$ cat src/rtl/float_types_pkg.sv
`default_nettype none
// ============================================================================
// Module      : float_types_pkg
// Description : Shared floating-point types and constants for the integer to
//               IEEE-754 single-precision converter.
//               - float_point_num : packed sign / 8-bit exponent / 23-bit frac
//               - fp_status_e     : result status codes
//               - c_BIAS          : single-precision exponent bias
//               - c_EXP_BASE      : exponent of a magnitude whose MSB sits at
//                                   bit 31 (bias + 31)
// Revision    : 1.0 - initial release
// ============================================================================
package float_types_pkg;

   typedef struct packed {
      logic       sign;
      logic [7:0] exp;
      logic [22:0] frac;
   } float_point_num;

   typedef enum logic [1:0] {
      OK_state   = 2'd0,
      ZERO_res   = 2'd1,
      NAN_or_INF = 2'd2
   } fp_status_e;

   localparam logic [7:0] c_BIAS     = 8'd127;
   localparam logic [7:0] c_EXP_BASE = c_BIAS + 8'd31;

endpackage : float_types_pkg
`default_nettype wire

$ cat src/rtl/fp_round_rne.sv
`default_nettype none
// ============================================================================
// Module      : fp_round_rne
// Description : Combinational round-to-nearest-even of a normalized 32-bit
//               magnitude (bit 31 set) into a 23-bit stored fraction.
// Ports       : i_mag  [31:0] normalized magnitude
//               i_exp  [7:0]  exponent before rounding
//               o_frac [22:0] rounded stored fraction
//               o_exp  [7:0]  exponent after rounding carry
// Revision    : 1.0 - initial release
// ============================================================================
module fp_round_rne (
   input  logic [31:0] i_mag,
   input  logic [7:0]  i_exp,
   output logic [22:0] o_frac,
   output logic [7:0]  o_exp
);

   logic [22:0] w_frac;
   logic        w_guard;
   logic        w_sticky;
   logic        w_round_up;
   logic [23:0] w_sum;
   // The hidden one is implied by normalization and carries no information.
   logic        w_unused_hidden;

   assign w_unused_hidden = i_mag[31];
   assign w_frac          = i_mag[30:8];
   assign w_guard         = i_mag[7];
   assign w_sticky        = |i_mag[6:0];

   // Exact ties (guard set, nothing below) round toward an even fraction.
   assign w_round_up = w_guard & (w_sticky | w_frac[0]);
   assign w_sum      = {1'b0, w_frac} + {23'd0, w_round_up};

   // A carry out of the fraction leaves the low 23 bits at zero, so only
   // the exponent needs adjusting.
   assign o_frac = w_sum[22:0];
   assign o_exp  = i_exp + {7'd0, w_sum[23]};

endmodule : fp_round_rne
`default_nettype wire

$ cat src/rtl/seq_int_to_fp_converter.sv
`default_nettype none
// ============================================================================
// Module      : seq_int_to_fp_converter
// Description : Sequential converter from a 32-bit signed integer to an
//               IEEE-754 single-precision value. Normalizes one bit per
//               cycle, then rounds to nearest even.
// Ports       : clk_i           clock
//               rst_i           synchronous active-high reset
//               vld_i / int_i   operand handshake and signed operand
//               rdy_o           high while idle (operand accepted)
//               vld_o / rdy_i   result handshake
//               answer_o        packed single-precision result
//               answer_status_o OK_state / ZERO_res / NAN_or_INF
// Revision    : 1.0 - initial release
// ============================================================================
module seq_int_to_fp_converter
   import float_types_pkg::*;
(
   input  logic           clk_i,
   input  logic           rst_i,
   input  logic           vld_i,
   input  logic [31:0]    int_i,
   output logic           rdy_o,
   output logic           vld_o,
   input  logic           rdy_i,
   output float_point_num answer_o,
   output logic [1:0]     answer_status_o
);

   typedef enum logic [1:0] {
      IDLE  = 2'd0,
      NORM  = 2'd1,
      ROUND = 2'd2,
      DONE  = 2'd3
   } state_e;

   state_e      r_state;
   logic        r_sign;
   logic [31:0] r_mag;
   logic [4:0]  r_k;

   logic [31:0] w_abs;
   logic [7:0]  w_exp_in;
   logic [22:0] w_rnd_frac;
   logic [7:0]  w_rnd_exp;

   // -2^31 negates to itself, which read as unsigned is the correct magnitude.
   assign w_abs    = int_i[31] ? (~int_i + 32'd1) : int_i;
   assign w_exp_in = c_EXP_BASE - {3'd0, r_k};

   assign rdy_o = (r_state == IDLE);
   assign vld_o = (r_state == DONE);

   fp_round_rne u_round (
      .i_mag  (r_mag),
      .i_exp  (w_exp_in),
      .o_frac (w_rnd_frac),
      .o_exp  (w_rnd_exp)
   );

   always_ff @(posedge clk_i) begin
      if (rst_i) begin
         r_state         <= IDLE;
         r_sign          <= 1'b0;
         r_mag           <= 32'd0;
         r_k             <= 5'd0;
         answer_o        <= '0;
         answer_status_o <= OK_state;
      end else begin
         case (r_state)
            IDLE: begin
               if (vld_i) begin
                  r_sign <= int_i[31];
                  r_mag  <= w_abs;
                  r_k    <= 5'd0;
                  if (int_i == 32'd0) begin
                     answer_o        <= '0;
                     answer_status_o <= ZERO_res;
                     r_state         <= DONE;
                  end else begin
                     r_state <= NORM;
                  end
               end
            end
            NORM: begin
               if (r_mag[31]) begin
                  r_state <= ROUND;
               end else begin
                  r_mag <= r_mag << 1;
                  r_k   <= r_k + 5'd1;
               end
            end
            ROUND: begin
               // Exponent tops out at 158, so overflow to Inf cannot occur.
               answer_o.sign   <= r_sign;
               answer_o.exp    <= w_rnd_exp;
               answer_o.frac   <= w_rnd_frac;
               answer_status_o <= OK_state;
               r_state         <= DONE;
            end
            DONE: begin
               if (rdy_i) begin
                  r_state <= IDLE;
               end
            end
            default: r_state <= IDLE;
         endcase
      end
   end

endmodule : seq_int_to_fp_converter
`default_nettype wire

$ cat config.mk
export PLATFORM = sky130hd
export DESIGN_NAME = seq_int_to_fp_converter
export DESIGN_NICKNAME = d
export VERILOG_FILES = /design/src/rtl/float_types_pkg.sv /design/src/rtl/fp_round_rne.sv /design/src/rtl/seq_int_to_fp_converter.sv
export SDC_FILE = /design/constraint.sdc
export NUM_CORES = 1
export LEC_CHECK = 0
export BUFFER_PORTS_ARGS = -buffer_cell sky130_fd_sc_hd__buf_4
export CORE_MARGIN = 10
export CORE_UTILIZATION = 31
export DETAILED_ROUTE_END_ITERATION = 8
export GPL_TIMING_DRIVEN = 0
export PLACE_DENSITY = 0.58
export SLEW_MARGIN = 20
export SYNTH_ARGS = -nofsm -noshare
export SYNTH_HDL_FRONTEND = slang
export SYNTH_HIERARCHICAL = 1
export SYNTH_SLANG_ARGS = --single-unit
export TNS_END_PERCENT = 5
$ cat constraint.sdc
create_clock -name clk_i -period 4.4 [get_ports clk_i]
set_input_delay 0.22 -clock clk_i [delete_from_list [all_inputs] [get_ports clk_i]]
set_output_delay 0.22 -clock clk_i [all_outputs]
set_load 0.02 [all_outputs]
== Word level (Yosys, flattened, before mapping) ==
Index checks and enable logic that the tools add are counted.
Word-level totals
  input port bits: 36
  flip-flop bits (word level): 74
  output and inout port bits: 36
  logic and storage cells: 53
Cells by class
  multiplexer cells: 18
  add/subtract/negate cells: 5
  equality and inequality tests: 8
  reductions and logical operators: 10
  bitwise logic cells: 3
Operators by type and width (number)
  32-bit two-way mux: 5
  32-bit case mux with 2 select lines: 2
  32-bit by 1-bit adder with 32-bit output (second input constant): 1
  32-bit zero test: 1
  32-bit NOT: 1
  23-bit by 1-bit adder with 24-bit output: 1
  2-bit two-way mux: 6
  5-bit two-way mux: 2
  5-bit case mux with 2 select lines: 1
  3-bit AND reduction: 3
  8-bit by 1-bit adder with 8-bit output: 1
  2-bit case mux with 4 select lines: 1
  8-bit by 5-bit subtractor with 8-bit output (first input constant): 1
  7-bit OR reduction: 1
  2-bit inequality test (second input constant): 3
  5-bit by 1-bit adder with 5-bit output (second input constant): 1
  2-bit equality test (second input constant): 2
  2-bit by 1-bit inequality test with 1-bit output (second input constant): 2
  2-bit case mux with 2 select lines: 1
  2-bit AND reduction: 2
  2-bit nonzero test: 2
  2-bit by 1-bit equality test with 1-bit output (second input constant): 1
  2-bit zero test: 1
  1-bit bitwise AND: 1
  1-bit OR: 1

== Logic depth before layout (Yosys ltp) ==
  depth after elaboration: 6
  depth in mapped cells: 10
  gate-level depth less buffers: 10

== By module ==
Netlist, hierarchy kept.
By module, submodules not included
  seq_int_to_fp_converter: cells each 447, area each 3821.2 um2, instances 1, sequential area each 1461.4 um2
  fp_round_rne: cells each 83, area each 574.3 um2, instances 1, sequential area each 0.0 um2

== Worst setup path after synthesis ==
No wires, ideal clock.
  kind: register to register
  start point: register r_mag[10]
  end point: register answer_o[30] (netlist name)
  setup slack: 1.778 ns
  data required time: 4.283 ns
  clock period less this slack: 2.622 ns
  path buffers: 0
  data arrival time: 2.505 ns
  stages on the path, launching flop included: 11
  library setup time: 0.117 ns
  cell sequence: dfxtp_1 nand4_2 or4_4 nor2_1 and4_1 ha_1 and3_1 nand3_1 or2_2 xnor2_1 a22o_1
On the way
  cells in the longest elaborated chain, start to end: 3
Ends and longest elaborated chain
  from (decl): line seq_int_to_fp_converter.sv:39  | logic [31:0] r_mag;
  from (signal assigned): line seq_int_to_fp_converter.sv:74  | r_mag <= w_abs;
  from (signal assigned): line seq_int_to_fp_converter.sv:89  | r_mag <= r_mag << 1;
  23-bit by 1-bit adder with 24-bit output: line fp_round_rne.sv:34  | assign w_sum = {1'b0, w_frac} + {23'd0, w_round_up};
  8-bit by 1-bit adder with 8-bit output: line fp_round_rne.sv:39  | assign o_exp = i_exp + {7'd0, w_sum[23]};
  net w_rnd_exp[7]: line seq_int_to_fp_converter.sv:45  | logic [7:0] w_rnd_exp;
  32-bit case mux with 2 select lines: line seq_int_to_fp_converter.sv:70  | case (r_state)
  to (decl): line seq_int_to_fp_converter.sv:26  | output float_point_num answer_o,
The timed path passes the listed nets, and every way through them passes these cells.
A chain may end at the register's enable or synchronous reset.

== Worst setup path in the final report ==
  start point: register r_mag[18]
  end point: register answer_o[30] (netlist name)
The elaborated chain is that of the path after synthesis.

==> results.md <==
CTS:
- Clock-pin slew was measured on the worst setup and hold paths at 0.06 ns.
- The clock latency on the worst-skew pair is 0.34 ns.
- Clock tree synthesis inserted a total of 9 buffers.
- Buffers added to address setup during post-CTS repair amount to 0.
- Buffers inserted to repair hold after CTS numbered 0.
- The clock tree from TritonCTS is done.
- The level count of the clock H-tree is 3.
- The count of clock tree sinks is 73.
- No sink is reached through more buffers than the 2 on the longest clock path.
- The cell at the root of the clock tree is sky130_fd_sc_hd__clkbuf_16.
- The number of instances resized during post-cts repair is 0.

Pwr:
- The total design power is 3.04 mW.
- The power density of the placed cells is 559 mW/mm^2.
- The leakage power summed over all cells is 2.07 nW.
- The worst-case IR drop observed on VDD is 0.269 mV.

Drt:
- The total routed wirelength is 14,200 um.
- The routed via count is 4,312.
- For this run, design rule violations remaining after detail routing come to 0.
- After detailed routing, the number of vias per cell comes to 5.43.
- The iteration-0 DRC count of the detailed router is 309.
- The mean routed wirelength per cell is 17.8 um.
- The detailed-routing iteration count for the pre-antenna-repair pass is 5.
- The detail route stage leaves a number of antenna-violating nets equal to 0.

Placement:
- The count of placed standard cells including taps is 778.
- The HPWL reported at the end of detailed placement is 10,900 um.
- The number of buffers added on ports is 68.
- The final estimated routing congestion in global placement is 0.954.

Global route:
- Across every metal layer, demand over resource in global routing totals 0.142.
- The number of antenna violations at the first check in global routing is 0.
- The global route total overflow is 0.
- The global-route wire length before repair is 22,800 um.
- The largest net degree at the start of global routing is 12.
- The number of global-route vias before repair is 4,208.

Setup path:
- STA classifies the critical path endpoint as a register.
- For this run, the slowest stage of the critical path takes 0.60 ns.
- The signal on the critical path passes through nand3_1 > or4_4 > nor2_1 > and4_1 > ha_1 > and3_1 > nand3_1 > or2_2 > xnor2_1 > a22o_1.
- Of all nets on the critical path, the largest fanout is 5.
- The startpoint kind of the worst setup timing path is a register.
- Data on the critical path arrives at its endpoint at 3.18 ns.
- The required arrival time at the worst endpoint is 4.63 ns.
- Counting stages on the worst path, the most repeated cell is sky130_fd_sc_hd__nand3_1.
- The slowest stage of the critical path is the sky130_fd_sc_hd__or4_4 cell.
- The worst setup path is of the register to register kind.

STA:
- Of the available clock period, the critical path in the final layout requires 0.670.
- The final max-slew violation count is 0.
- Setup repair after global routing left no endpoint under its margin.
- The sum of negative setup slack is 0 ns.
- The headroom to the max-slew limit is 0.565.
- At the pin with the least slew margin, the transition time is 0.650 ns.
- Timing would allow up to 339 MHz.
- Clock skew on the completed layout was measured at 0.00889 ns.
- The setup-violating endpoint count in the final report is 0.
- The number of hold-slack violations in the final timing report is 0.
- Subtracting the final worst setup slack from the clock period gives 2.95 ns.

Synthesis:
- The mapped cell area is 0.00440 mm^2.
- Counting flops and latches in the post-synthesis netlist gives 73.
- The commonest cells after synthesis are sky130_fd_sc_hd__dfxtp_1 (73), sky130_fd_sc_hd__nor2_1 (39), sky130_fd_sc_hd__nand2_1 (38).
- The share of synthesized area in the top cell type comes to 0.332.
- The count of distinct cell types in the synthesized netlist is 59.
- The library cell with the highest instance count after synthesis is sky130_fd_sc_hd__dfxtp_1.
- Yosys attributes the largest share of cell area to sky130_fd_sc_hd__dfxtp_1 (33%), sky130_fd_sc_hd__xnor2_1 (7.0%), sky130_fd_sc_hd__a22o_1 (6.2%).
- The top cell type by total area after synthesis is sky130_fd_sc_hd__dfxtp_1.
- The warning count from the yosys run is 6.
- The net count after synthesis is 575.
- In the synthesized netlist the dominant register cell turns out to be sky130_fd_sc_hd__dfxtp_1.
- In this run, synthesis inferred 0 flip-flops with an integrated enable.
- For this run, the register share of the synthesized area comes to 0.332.
- The proportion of register bits with asynchronous set or reset after synthesis is 0.
- The average instance in the mapped netlist occupies 8.29 um^2.
- Counting every instance in the synthesized netlist gives 530.

Die:
- The floorplan step defined a die boundary enclosing 0.0193 mm^2.
- The die is 139 um tall.
- The core region is 0.0139 mm^2.
- Measured along the x axis, the die boundary spans 139 um.
- The starting density of the core is 0.317.
- The site row count is 43.
- The I/O pin count is 72.

Flow run:
- The max-cap violation count is 0.

Layout:
- Fill cells in the final layout number 1,434.
- The layout overhead on the synthesized area is 23.8%.
- After the flow finishes, the layout carries non-filler instances totaling 794.
- The total number of nets in the final design is 654.
- In the final layout, the share of cells above drive strength 1 is 0.168.
- The antenna cell count is 0.
- The multi-input combinational cells in the finished layout cover a total of 0.00268 mm^2.
- Registers take 0.00146 mm^2.

Run status:
- The run finished with clean final reports.

Worst hold path:
- The worst min-delay path class is input port to register.
[flip-flops by register name, summed over array words and instances (netlist names)]
name and flops:
r_sign 1, r_state 2, answer_status_o 1, r_k 5, answer_o 32, r_mag 32
[final cells by class]
class	instances	share of cell area
Clock inverter	2	0.00644
Timing Repair Buffer	68	0.0938
Clock buffer	14	0.0504
Sequential cell	73	0.269
Tap cell	180	0.0414
Multi-Input combinational cell	398	0.493
Inverter	19	0.0131
Buffer	40	0.0329
[per-stage QoR]
stage / worst slack [ns] / hold slack (ns) / cell area (um^2) / utilization
floorplan: 1.78 / 0.351 / 4400 / -
global placement: 1.41 / 0.459 / 5130 / 0.370
detailed placement: 1.41 / 0.461 / 5130 / 0.370
CTS: 1.46 / 0.155 / 5440 / 0.392
global route: 1.28 / 0.197 / 5440 / 0.392
finish: 1.45 / 0.162 / 5440 / 0.392
[metal layers]
metal / global-route usage / wire (um) / vias to the layer above
li1: - / - / 2132
met1: 0.193 / 6920 / 2031
met2: 0.217 / 6230 / 135
met3: 0.0212 / 793 / 14
met4: 0.0604 / 227 / 0
met5: 0 / 0 / -
[power breakdown]
part           switching, mW  internal, mW  leakage (nW)  total [mW]
Combinational          0.796         0.459          1.32        1.25
Sequential             0.199         0.821         0.596        1.02
Clock                  0.281         0.485         0.153       0.766
[cells by family (layout without fill, tap and decap cells)]
group | after synthesis | after routing | synth area share
other | 1 | 1 | 0.000853
AO/OA/AOI/OAI | 145 | 145 | 0.237
flip-flops | 73 | 73 | 0.332
buffers and inverters | 59 | 143 | 0.0569
multiplexers | 5 | 5 | 0.0114
adder cells (fa/ha/maj) | 9 | 9 | 0.0256
AND/OR/NAND/NOR | 185 | 185 | 0.231
XOR/XNOR | 53 | 53 | 0.106
[cell usage in the layout, fill, tap and decap left out, drive strengths merged, types with 12 or more instances in the layout]
master / instances
a21oi: 33
a22o: 31
buf: 76
clkbuf: 46
dfxtp: 73
inv: 18
nand2: 38
nand3: 17
nor2: 39
nor4: 14
o21ai: 16
o31ai: 12
xnor2: 35
xor2: 18
[critical path, delay by kind of cell, from the launching register on]
kind	cells	cell delay, ns
AND/OR/NAND/NOR	7	1.86
flip-flops	1	0.45
adder cells (fa/ha/maj)	1	0.20
AO/OA/AOI/OAI	1	0.20
XOR/XNOR	1	0.13
[final timing paths]
check                                  start           end  slack [ns]  cells past startpoint
worst min register to register  answer_o[18]  answer_o[18]        0.47                      1
worst min-delay path               int_i[28]     r_mag[28]        0.16                      3
worst max register to register     r_mag[18]  answer_o[30]        1.45                     10
worst max-delay path               r_mag[18]  answer_o[30]        1.45                     10
(Power assumes the default switching activity.)
